<file path="config.mk">
export PLATFORM = sky130hd
export DESIGN_NAME = led_fade_controller
export DESIGN_NICKNAME = d
export VERILOG_FILES = /design/src/rtl/led_fade_controller_pkg.sv /design/src/rtl/fade_step_timer.sv /design/src/rtl/led_fade_controller.sv
export SDC_FILE = /design/constraint.sdc
export NUM_CORES = 1
export LEC_CHECK = 0
export BUFFER_PORTS_ARGS = -buffer_cell sky130_fd_sc_hd__buf_2
export CELL_PAD_IN_SITES_DETAIL_PLACEMENT = 0
export CELL_PAD_IN_SITES_GLOBAL_PLACEMENT = 1
export CORE_ASPECT_RATIO = 1.75
export CORE_MARGIN = 2
export CORE_UTILIZATION = 45
export DETAILED_ROUTE_END_ITERATION = 7
export PLACE_DENSITY_LB_ADDON = 0.1
export SYNTH_ARGS = -nofsm -noshare
export SYNTH_HDL_FRONTEND = slang
export SYNTH_HIERARCHICAL = 1
export SYNTH_SLANG_ARGS = --single-unit
export TNS_END_PERCENT = 20
</file>
<file path="constraint.sdc">
create_clock -name clk -period 7.75 [get_ports clk]
set_clock_uncertainty 0.1 [all_clocks]
set_input_delay 1.9375 -clock clk [delete_from_list [all_inputs] [get_ports clk]]
set_output_delay 1.9375 -clock clk [all_outputs]
set_load 0.02 [all_outputs]
</file>
<file path="src/rtl/led_fade_controller_pkg.sv">
// Shared definitions for the LED fade controller: mode encodings, FSM states
// and the mapping from a state back to the mode it implements.
package led_fade_controller_pkg;

    localparam logic [1:0] MODE_OFF     = 2'b00;
    localparam logic [1:0] MODE_STATIC  = 2'b01;
    localparam logic [1:0] MODE_BREATHE = 2'b10;
    localparam logic [1:0] MODE_BLINK   = 2'b11;

    typedef enum logic [2:0] {
        IDLE,
        STATIC,
        UP,
        HOLD_HI,
        DOWN,
        HOLD_LO,
        BLINK
    } fade_state_e;

    // Mode served by a state; a mismatch with the requested mode means "re-enter".
    function automatic logic [1:0] state_mode(input fade_state_e s);
        case (s)
            IDLE:    return MODE_OFF;
            STATIC:  return MODE_STATIC;
            BLINK:   return MODE_BLINK;
            default: return MODE_BREATHE;
        endcase
    endfunction

endpackage

</file>
<file path="src/rtl/fade_step_timer.sv">
// PWM phase counter plus step divider: flags each period boundary and emits a
// step tick every max(step_div,1) boundaries.
module fade_step_timer #(
    parameter int PHASE_W = 4
) (
    input  logic       clk,
    input  logic       reset,
    input  logic       clear_i,
    input  logic [7:0] step_div_i,
    output logic       period_start_o,
    output logic       wrap_o,
    output logic       step_tick_o
);

    logic [PHASE_W-1:0] phase_q, phase_d;
    logic [7:0]         step_cnt_q, step_cnt_d;
    logic [7:0]         div_last;

    always_comb begin
        phase_d        = phase_q + PHASE_W'(1);
        wrap_o         = &phase_q;
        period_start_o = (phase_q == '0);
        div_last       = (step_div_i == 8'd0) ? 8'd0 : step_div_i - 8'd1;
        // >= keeps ticking sanely if step_div shrinks below the running count
        step_tick_o    = wrap_o && (step_cnt_q >= div_last);
        step_cnt_d     = step_cnt_q;
        if (wrap_o) begin
            if (clear_i || step_tick_o) begin
                step_cnt_d = '0;
            end else begin
                step_cnt_d = step_cnt_q + 8'd1;
            end
        end
    end

    always_ff @(posedge clk) begin
        if (reset) begin
            phase_q    <= '0;
            step_cnt_q <= '0;
        end else begin
            phase_q    <= phase_d;
            step_cnt_q <= step_cnt_d;
        end
    end

endmodule

</file>
<file path="src/rtl/led_fade_controller.sv">
// LED fade controller: OFF / STATIC / BREATHE / BLINK duty sequencer for a
// 4-bit PWM dimmer. Inputs are sampled and duty moves only at period boundaries.
module led_fade_controller
    import led_fade_controller_pkg::*;
#(
    parameter int HOLD_PERIODS = 16,
    parameter int PHASE_W      = 4
) (
    input  logic        clk,
    input  logic        reset,
    input  logic        en,
    input  logic [1:0]  mode,
    input  logic [3:0]  level,
    input  logic [7:0]  step_div,
    output logic [3:0]  duty,
    output logic        period_start,
    output logic        update,
    output logic        busy,
    output fade_state_e dbg_state_o
);

    // The boundary that enters a hold state counts as its first held period.
    localparam int HOLD_LAST = (HOLD_PERIODS > 2) ? HOLD_PERIODS - 2 : 0;
    localparam int HOLD_W    = (HOLD_LAST > 0) ? $clog2(HOLD_LAST + 1) : 1;

    fade_state_e       state_q, state_d;
    logic [3:0]        duty_q, duty_d;
    logic [HOLD_W-1:0] hold_q, hold_d;
    logic              update_q, update_d;
    logic              wrap, step_tick, clear_step, hold_done;
    logic [1:0]        target;

    fade_step_timer #(
        .PHASE_W(PHASE_W)
    ) u_timer (
        .clk           (clk),
        .reset         (reset),
        .clear_i       (clear_step),
        .step_div_i    (step_div),
        .period_start_o(period_start),
        .wrap_o        (wrap),
        .step_tick_o   (step_tick)
    );

    always_comb begin
        state_d    = state_q;
        duty_d     = duty_q;
        hold_d     = hold_q;
        clear_step = 1'b0;
        target     = en ? mode : MODE_OFF;
        hold_done  = (hold_q == HOLD_W'(HOLD_LAST));
        if (wrap) begin
            if (target != state_mode(state_q)) begin
                // A mode change takes this boundary; any step tick is dropped.
                clear_step = 1'b1;
                case (target)
                    MODE_OFF:     begin state_d = IDLE;   duty_d = '0;    end
                    MODE_STATIC:  begin state_d = STATIC; duty_d = level; end
                    MODE_BREATHE: state_d = (level == 4'd0 && duty_q == 4'd0) ? HOLD_LO : UP;
                    default:      begin state_d = BLINK;  duty_d = level; end
                endcase
            end else begin
                unique case (state_q)
                    IDLE: begin
                        duty_d     = '0;
                        clear_step = 1'b1;
                    end
                    STATIC: duty_d = level;
                    UP: begin
                        if (duty_q > level) begin
                            duty_d  = level;
                            state_d = DOWN;
                        end else begin
                            if (duty_q < level && step_tick) duty_d = duty_q + 4'd1;
                            if (duty_d == level) state_d = (level == 4'd0) ? HOLD_LO : HOLD_HI;
                        end
                    end
                    HOLD_HI: begin
                        if (duty_q > level) begin
                            duty_d  = level;
                            state_d = DOWN;
                        end else if (hold_done) begin
                            state_d = DOWN;
                        end else begin
                            hold_d = hold_q + HOLD_W'(1);
                        end
                    end
                    DOWN: begin
                        if (duty_q > level) duty_d = level;
                        else if (step_tick && duty_q != 4'd0) duty_d = duty_q - 4'd1;
                        if (duty_d == 4'd0) state_d = HOLD_LO;
                    end
                    HOLD_LO: begin
                        if (level != 4'd0) begin
                            if (hold_done) state_d = UP;
                            else hold_d = hold_q + HOLD_W'(1);
                        end
                    end
                    BLINK: begin
                        if (step_tick) duty_d = (duty_q != 4'd0) ? 4'd0 : level;
                        else if (duty_q != 4'd0) duty_d = level;
                    end
                    default: begin
                        state_d = IDLE;
                        duty_d  = '0;
                    end
                endcase
            end
            if (state_d != state_q) hold_d = '0;
        end
        update_d = (duty_d != duty_q);
    end

    always_ff @(posedge clk) begin
        if (reset) begin
            state_q  <= IDLE;
            duty_q   <= '0;
            hold_q   <= '0;
            update_q <= 1'b0;
        end else begin
            state_q  <= state_d;
            duty_q   <= duty_d;
            hold_q   <= hold_d;
            update_q <= update_d;
        end
    end

    always_comb begin
        duty        = duty_q;
        update      = update_q;
        busy        = !(state_q inside {IDLE, STATIC});
        dbg_state_o = state_q;
    end

endmodule

</file>
* Yosys cells after proc, flatten, opt, wreduce, memory -nomap -nowiden
Index checks and enable logic that the tools add are counted.
** Operators by class
- Add/subtract/negate cells :: 6
- $lt $le $gt $ge :: 3
- Equality and inequality tests :: 16
- Muxes and demuxes :: 46
- Reductions and logical operators :: 20
** Operator list (count)
- $mux 4 :: 22
- $mux 3 :: 11
- $pmux 4 s6 :: 1
- $logic_not 4->1 :: 4
- $mux 8 :: 2
- $pmux 4 s2 :: 2
- $pmux 3 s5 :: 1
- $add 4x1->4 const B :: 3
- $eq 3x3->1 const B :: 3
- $pmux 3 s3 :: 1
- $add 8x1->8 const B :: 1
- $ge 8x8->1 :: 1
- $logic_not 8->1 :: 1
- $reduce_and 8->1 :: 1
- $reduce_bool 4->1 :: 2
- $sub 8x1->8 const B :: 1
- $eq 3x2->1 const B :: 2
- $ne 3x3->1 const B :: 2
- $pmux 2 s3 :: 1
- $eq 4x4->1 :: 1
- $eq 4x4->1 const B :: 1
- $gt 4x4->1 :: 1
- $logic_and 1x1->1 :: 4
- $lt 4x4->1 :: 1
- other kinds (18) :: 21
** Storage, ports and cells
- Register bits after elaboration :: 24
- Input port bits :: 17
- Output and inout port bits :: 10
- Word-level logic and storage cells :: 97

* Depth between registers and ports, before layout
Gate-level depths: netlist of the first run.
- Depth in word-level cells :: 19
- Mapped depth :: 21
- Gate-level depth less buffers :: 20

* Cells and area by module
The synthesis of the first run kept the hierarchy.
** By module, submodules not included
- led_fade_controller :: times used 1, cells each 294, area an instance 2054.5 um2, sequential area each 240.2 um2
- fade_step_timer :: times used 1, cells each 100, area an instance 922.1 um2, sequential area each 240.2 um2

* Least setup slack after synthesis of the first run
No wires, ideal clock.
- Kind :: input to register
- Start :: input step_div[0]
- End :: register hold_q[1]
- Library setup time :: 127 ps
- Arrival time :: 5888 ps
- Required time :: 7523 ps
- Path slack :: 1635 ps
- Stages :: 21
- Path buffers :: 1
- Cells stage by stage :: inv_1 > ha_1 > nor2b_2 > nand3b_1 > or3_1 > and2_1 > ha_1 > nand2b_4 > a2111oi_4 > o31ai_4 > and2_1 > buf_6 > or3b_4 > or4b_4 > o211ai_2 > a31oi_1 > o22ai_2 > a21oi_2 > a211o_2 > a41oi_2 > o32ai_2
** On the way
- Longest elaborated chain between the ends :: 19
- Elaborated cells between the ends (all ways) :: 32
- Those cells by class :: add/sub (1); order compare (1); eq/ne (5); mux (18); reduce/logical (7)
** RTL lines
- from (decl) :: line led_fade_controller.sv:14 : input logic [7:0] step_div,
- $sub 8x1->8 / $logic_not 8->1 (equally long branches) :: line fade_step_timer.sv:23 : div_last = (step_div_i == 8'd0) ? 8'd0 : step_div_i - 8'd1;
- $mux 8 (*) :: line fade_step_timer.sv:23
- $ge 8x8->1 (*) :: line fade_step_timer.sv:25 : step_tick_o = wrap_o && (step_cnt_q >= div_last);
- $logic_and 1x1->1 (*) :: line fade_step_timer.sv:25
- via step_tick :: line led_fade_controller.sv:30 : logic wrap, step_tick, clear_step, hold_done;
- $logic_and 1x1->1 :: line led_fade_controller.sv:74 : if (duty_q < level && step_tick) duty_d = duty_q + 4'd1;
- $mux 4 :: line led_fade_controller.sv:74
- $mux 4 :: line led_fade_controller.sv:70 : if (duty_q > level) begin
- [... 4 more ...]
- $mux 3 :: line led_fade_controller.sv:75 : if (duty_d == level) state_d = (level == 4'd0) ? HOLD_LO : HOLD_HI;
- $mux 3 :: line led_fade_controller.sv:70
- $pmux 3 s5 (*) :: line led_fade_controller.sv:63 : unique case (state_q)
- $mux 3 (*) :: line led_fade_controller.sv:53 : if (target != state_mode(state_q)) begin
- $mux 3 (*) :: line led_fade_controller.sv:52 : if (wrap) begin
- $ne 3x3->1 (*) :: line led_fade_controller.sv:109 : if (state_d != state_q) hold_d = '0;
- $ne 3x3->1 (no source line), or another cell as far along
- $reduce_and 8->1 (no source line)
- to (signal assigned) :: line led_fade_controller.sv:123 : hold_q <= hold_d;
- to (decl) :: line led_fade_controller.sv:28 : logic [HOLD_W-1:0] hold_q, hold_d;
The timed path passes the listed nets; every way through them passes the cells marked *. The select of a mux whose other input is x is not followed.
A chain may end at the register's enable or synchronous reset.

* Worst setup path in the final report of the first run
Ends and elaborated chain as after synthesis.

==> metrics.cfg, run 1 <==
[clock_tree]
cts.reportedPaths.clkPinSlew_ns = 0.06
htreeDepth = 1
cts_setup_buffers = 0
cts_tree = built
cts_resized = 0
cts-root-buf = clkbuf_16
hold_buffers = 0
clk_latency_ns = 0.26
numCtsBuffers = 3
clock_tree.buffer_depth = 2
cts_sinks = 24

[placed_design]
post_dp_cell_area_um2 = 3120
post-place-ws_ns = 1.05
port_buffers = 26
place_inst = 484
gp_congestion = 1.00
hpwl_um = 7060

[yosys]
syn-cell-area_um2 = 2980
synth_area_leaders = dfxtp_1 16%, ha_1 8.4%, nor2_1 4.5%
synth_top_area_share_pct = 16.1
ys_seq_elements = 24
synth_most_common_cell = nor2_1
synthArstFlopShare_pct = 0
syn_nets = 431
yosysTopAreaCell = dfxtp_1
syn_inst = 394
synth_warnings = 6
synth_edf_count = 0
syn_area_per_cell_um2 = 7.55
ys.flop_type = dfxtp_1
synth_cell_type_count = 78
ys_top_cells_by_count = 36 x nor2_1, 34 x nand2_1, 24 x dfxtp_1, 22 x o21ai_0, 20 x ha_1
ys_seq_area_share_pct = 16.1

[outcome]
status = complete, no violations

[route]
ant_nets = 0
remaining_drc_errors = 0
wl_per_cell_um = 18.2
drt_wl_total_um = 8900
num_vias = 3036
drt_pass1_iterations = 4
drt-initial-drc-count = 136
routed_via_density = 6.22

[setup_path]
cp_top_family = simple AND/OR/NAND/NOR gates
worst-setup-path-type = in -> reg
worstPathArrival_ns = 6.48
endpoint_kind = register
rr_worst_depth = 14
crit_path_start_kind = input pin
slowest_delay_ns = 0.49
cp_num_buf_inv = 2
critPathMaxFanout = 9
cp.depth = 21
critPathRequiredTime_ns = 7.79
cp_cell_sequence = buf_2 > inv_1 > ha_1 > nor2b_2 > nand3b_1 > or3_1 > and2_1 > ha_1 > nand2b_4 > a2111oi_4 > o31ai_4 > and2_1 > or3b_4 > or4b_4 > o211ai_2 > a31oi_1 > o22ai_2 > a21oi_2 > a211o_2 > a41oi_2 > o32ai_2
crit_path_top_delay_cell = or4b_4

[global_routing]
track_usage_pct = 25.4
grt_first_pass_wirelength_um = 14400
antenna_found_initial = 0
grt_max_degree = 35
grt_remaining_overflow = 0
grt_pass1_vias = 2937

[power_and_ir_drop]
vdd_drop_max_v = 0.0000818
p_total_mw = 0.325
p_per_area_nw_per_um2 = 101
leakage_nw = 1.25

[floorplanning]
io_pins = 27
fp.dieH_um = 112
initial_core_util_pct = 45.9
die_area_um2 = 7310
core_area_um2 = 6490
die_w_um = 65.5
rows = 39

[final_layout]
area_delta_synth_final_pct = 8.36
fin_util_pct = 49.7
insertedDiodeCount = 0
final_area_um2 = 3230
drive_above_1_share_pct = 15.5
nets = 444
instances_no_fill = 488

[timing]
tns_ns = 0
finalMaxSlewViolations = 0
finalWorstSetupSlack_ns = 1.31
slew_headroom_pct = 41.4
hold_viol_final = 0
worst-slew-pin-transition_ns = 0.878
fmax_ghz = 0.155
grt_setup_unrepaired = no
timing.final.crit_period_ns = 6.44
fin_crit_sh_pct = 83.1
setup_viol = 0
fin_hold_ws_ns = 0.369

[worst_hold_path]
min_path_cells = 1
hold_class = reg -> reg

[flow_run]
cap_violations = 0

## sequential cells by signal, indices dropped and copies added (netlist names)
name	count
duty	4
update	1
hold_q	4
u_timer/phase_q	4
dbg_state_o	3
u_timer/step_cnt_q	8
## final timing paths
check / from / to / slack [ns]
worst max-delay path: step_div[0] / hold_q[1]$_SDFFE_PP0P_ / 1.31
worst min-delay path: u_timer/phase_q[0]$_SDFF_PP0_ / u_timer/phase_q[0]$_SDFF_PP0_ / 0.37
worst max register to register: u_timer/step_cnt_q[7]$_SDFFE_PP0P_ / hold_q[1]$_SDFFE_PP0P_ / 3.64
worst min register to register: u_timer/phase_q[0]$_SDFF_PP0_ / u_timer/phase_q[0]$_SDFF_PP0_ / 0.37
## logic make-up (layout without fill, tap and decap cells)
kind of cell | count (synthesis) | after routing | synth area share (%)
AND/OR/NAND/NOR | 160 | 160 | 29.5
AO/OA/AOI/OAI | 122 | 122 | 31.1
buffers and inverters | 41 | 53 | 6.52
flip-flops | 24 | 24 | 16.1
XOR/XNOR | 22 | 22 | 6.73
adder cells (fa/ha/maj) | 20 | 20 | 8.41
multiplexers | 5 | 5 | 1.68
## area by class of cell
type	instances	area (µm²)
clock buffers	3	75.1
clock inverters	1	30.0
fillers	686	3260
inverters	18	67.6
multi-input cells	329	2300
flip-flops and latches	24	480
well taps	82	103
repair buffers	31	168
## routing by layer
layer | vias up | wire [µm] | GRT usage, %
li1 | 1504 | - | -
met1 | 1411 | 3170 | 26.1
met2 | 81 | 4860 | 45.5
met3 | 40 | 283 | 3.03
met4 | 0 | 578 | 18.2
met5 | - | 0 | 0
## power breakdown
group          switching (mW)  leakage, nW  internal [mW]  total (mW)
sequential            0.00134        0.194          0.125       0.126
clock                  0.0449       0.0511          0.103       0.148
combinational          0.0311         1.01         0.0206      0.0517
total                  0.0773         1.25          0.248       0.325
## cells in the final DEF, fill, tap and decap left out, drive strengths merged, types with 13 or more instances in the layout
cell | synthesis | layout
buf | 13 | 31
inv | 17 | 17
ha | 20 | 20
nor2b | 13 | 13
a21oi | 21 | 21
dfxtp | 24 | 24
nor2 | 36 | 36
nand2 | 34 | 34
o21ai | 24 | 24
## worst register-to-register path: cells and delay by family (launching register included)
kind | cells | cell delay, ns
adder cells (fa/ha/maj) | 1 | 0.34
flip-flops | 1 | 0.33
AO/OA/AOI/OAI | 8 | 1.53
AND/OR/NAND/NOR | 5 | 1.68
(Power assumes the default switching activity.)
==> run 2: changes to the inputs <==
--- a/config.mk
+++ b/config.mk
@@ -10,7 +10,7 @@
 export CELL_PAD_IN_SITES_GLOBAL_PLACEMENT = 1
 export CORE_ASPECT_RATIO = 1.75
 export CORE_MARGIN = 2
-export CORE_UTILIZATION = 45
+export CORE_UTILIZATION = 41
 export DETAILED_ROUTE_END_ITERATION = 7
 export PLACE_DENSITY_LB_ADDON = 0.1
 export SYNTH_ARGS = -nofsm -noshare
==> constraint.sdc (replaced) <==
create_clock -name clk -period 5.7 [get_ports clk]
set_clock_uncertainty 0.1 [all_clocks]
set_input_delay 1.425 -clock clk [delete_from_list [all_inputs] [get_ports clk]]
set_output_delay 1.425 -clock clk [all_outputs]
set_load 0.02 [all_outputs]
==> run 2 against run 1 <==
Compared with the run above: register-to-register slack got worse by 1.8 ns; cell count rose by 2.9%; global-route usage fell by 0.96 points; routed wire length rose by 1.6%; critical path depth did not move; clock power rose by 38%; hold slack improved by 0.0011 ns; count of clock-buffer cells in the layout did not move; via count rose by 0.63%; sequential share of layout area fell by 0.42 points; critical path type unchanged; largest cell class unchanged.
==> metrics.cfg, run 2 (synthesis gave the netlist of run 1 again) <==
[timing]
timing.final.crit_period_ns = 5.40
finalMaxSlewViolations = 0  ; unchanged
finalWorstSetupSlack_ns = 0.297  ; was 1.31 ns
tns_ns = 0  ; unchanged
grt_setup_unrepaired = no  ; unchanged
fmax_ghz = 0.185
worst-slew-pin-transition_ns = 0.855  ; was 0.878 ns
hold_viol_final = 0  ; unchanged
slew_headroom_pct = 42.9  ; was 41.4%
fin_crit_sh_pct = 94.8
setup_viol = 0  ; unchanged

[final_layout]
instances_no_fill = 502  ; was 488
final_cell_mix = 36 x nor2_1, 34 x nand2_1, 26 x buf_2  ; unchanged
insertedDiodeCount = 0  ; unchanged
area_delta_synth_final_pct = 11.5  ; was 8.36%
n_fill_cell = 741  ; was 686
drive_above_1_share_pct = 18.0  ; was 15.5%
nets = 454  ; was 444
largest_register = u_timer/step_cnt_q  ; unchanged
layout_commonest_cell = nor2_1  ; unchanged
largest_reg_flops = 8  ; unchanged
final_area_um2 = 3320  ; was 3230 µm²

[power_and_ir_drop]
p_per_area_nw_per_um2 = 135  ; was 101 nW/µm²
comb_power_share_pct = 16.3  ; was 15.9%
internal_power_mw = 0.339  ; was 0.248 mW
p_sw_mw = 0.109  ; was 0.0773 mW
clockPowerShare_pct = 45.5  ; was 45.4%
vdd_drop_max_v = 0.0000924  ; was 0.0000818 V
swShare_pct = 24.4  ; was 23.8%
leakage_nw = 1.31  ; was 1.25 nW
p_seq_share_pct = 38.2  ; was 38.7%

[setup_path]
cp_cell_sequence = buf_2 > inv_1 > ha_1 > nor2b_2 > nand3b_1 > or3_1 > and2_1 > ha_1 > nand2b_4 > a2111oi_4 > o31ai_4 > and2_1 > or3b_4 > or4b_4 > o211ai_2 > a31oi_1 > o22ai_2 > a21oi_2 > a211o_2 > a41oi_2 > o32ai_2  ; unchanged
crit_path_start_kind = input pin  ; unchanged
endpoint_kind = register  ; unchanged
worstPathArrival_ns = 5.45  ; was 6.48 ns
critPathMaxFanout = 6  ; was 9
cp-startpoint = step_div[0]  ; unchanged
critPathRequiredTime_ns = 5.75  ; was 7.79 ns
slowest_delay_ns = 0.49  ; about the same
crit_path_top_delay_cell = or4b_4  ; unchanged
worst-setup-path-type = in -> reg  ; unchanged
rr_startpoint = duty[0]$_SDFF_PP0_  ; was u_timer/step_cnt_q[7]$_SDFFE_PP0P_

[floorplanning]
rows = 41  ; was 39
fp.dieH_um = 117  ; was 112 µm
die_w_um = 68.4  ; was 65.5 µm
io_pins = 27  ; unchanged
die_area_um2 = 7980  ; was 7310 µm²
core_area_um2 = 7130  ; was 6490 µm²
initial_core_util_pct = 41.7  ; was 45.9%

[global_routing]
antenna_found_initial = 0  ; unchanged
grt_first_pass_wirelength_um = 14600  ; was 14400 µm
grt_pass1_vias = 2889  ; was 2937
grt_remaining_overflow = 0  ; unchanged
grt_max_degree = 35  ; unchanged
track_usage_pct = 24.4  ; was 25.4%

[clock_tree]
cts_setup_buffers = 0  ; unchanged
numCtsBuffers = 3  ; unchanged
clk_latency_ns = 0.27  ; was 0.26 ns
cts.reportedPaths.clkPinSlew_ns = 0.07  ; was 0.06 ns
cts_sinks = 24  ; unchanged
clock_tree.buffer_depth = 2  ; unchanged
cts-root-buf = clkbuf_16  ; unchanged
htreeDepth = 1  ; unchanged
cts_tree = built  ; unchanged

[route]
wl_per_cell_um = 18.0  ; was 18.2 µm
drt_pass1_iterations = 4  ; unchanged
num_vias = 3055  ; was 3036
routed_via_density = 6.09  ; was 6.22
ant_nets = 0  ; unchanged
remaining_drc_errors = 0  ; unchanged
drt_wl_total_um = 9040  ; was 8900 µm
drt-initial-drc-count = 164  ; was 136

[worst_hold_path]
hold_class = reg -> reg  ; unchanged
worstHoldStart = u_timer/phase_q[0]$_SDFF_PP0_  ; unchanged

[placed_design]
hpwl_um = 6980  ; was 7060 µm
port_buffers = 26  ; unchanged
gp_congestion = 0.965  ; was 1.00
post_dp_cell_area_um2 = 3200  ; was 3120 µm²
place_inst = 498  ; was 484
post-place-ws_ns = 0.0108  ; was 1.05 ns

[outcome]
status = complete, no violations  ; unchanged

[flow_run]
cap_violations = 0  ; unchanged

-- run 2: final timing paths --
check	end	slack, ns	cells after the start
worst min-delay path	u_timer/phase_q[0]$_SDFF_PP0_	0.37	1
worst min register to register	u_timer/phase_q[0]$_SDFF_PP0_	0.37	1
worst max register to register	update$_SDFF_PP0_	1.82	11
worst max-delay path	hold_q[1]$_SDFFE_PP0P_	0.30	21
-- run 2: per-layer routing --
layer  global-route usage [%]  wire [µm]
met5                        0          0
met4                     17.9        592
met3                     3.85        279
met2                     41.0       4720
met1                     26.7       3450
-- run 2: layout make-up --
class                      count  area (µm²)  share of cell area, %
clock buffer                   3        75.1                   2.26
clock inverter                 1        30.0                  0.905
inverter                      18        67.6                   2.04
multi-input combinational    329        2310                   69.8
sequential                    24         480                   14.5
tap                           86         108                   3.24
timing repair buffer          41         243                   7.32
-- run 2: power groups by stage --
| stage | Sequential (mW) | Combinational [mW] | Clock, mW |
|---|---|---|---|
| finish | 0.171 | 0.0729 | 0.204 |
| global route | 0.171 | 0.0811 | 0.216 |
| CTS | 0.171 | 0.0734 | 0.209 |
| detailed placement | 0.175 | 0.0728 | 0 |
| global placement | 0.175 | 0.0720 | 0 |
| floorplan | 0.175 | 0.0476 | 0 |
-- run 2: worst max-delay path: cells and delay by family --
family          cells  cell delay, ns
compound gates      9            1.39
simple gates        8            2.02
fa+ha+maj           2            0.42
buf+inv             2            0.17
-- run 2: what timing repair did --
item                                    CTS  global route
gates resized for setup                   0             2
hold buffers                              0             0
endpoints found under the setup margin    0             1
-- run 2: metrics by stage --
stage	util [%]	hold WS (ns)	power, mW
5_1_grt	46.5	0.410	0.469
4_1_cts	46.4	0.375	0.454
2_1_floorplan	-	0.330	0.222
6_report	46.5	0.370	0.448
3_5_place_dp	44.9	0.360	0.248
3_3_place_gp	44.9	0.349	0.247
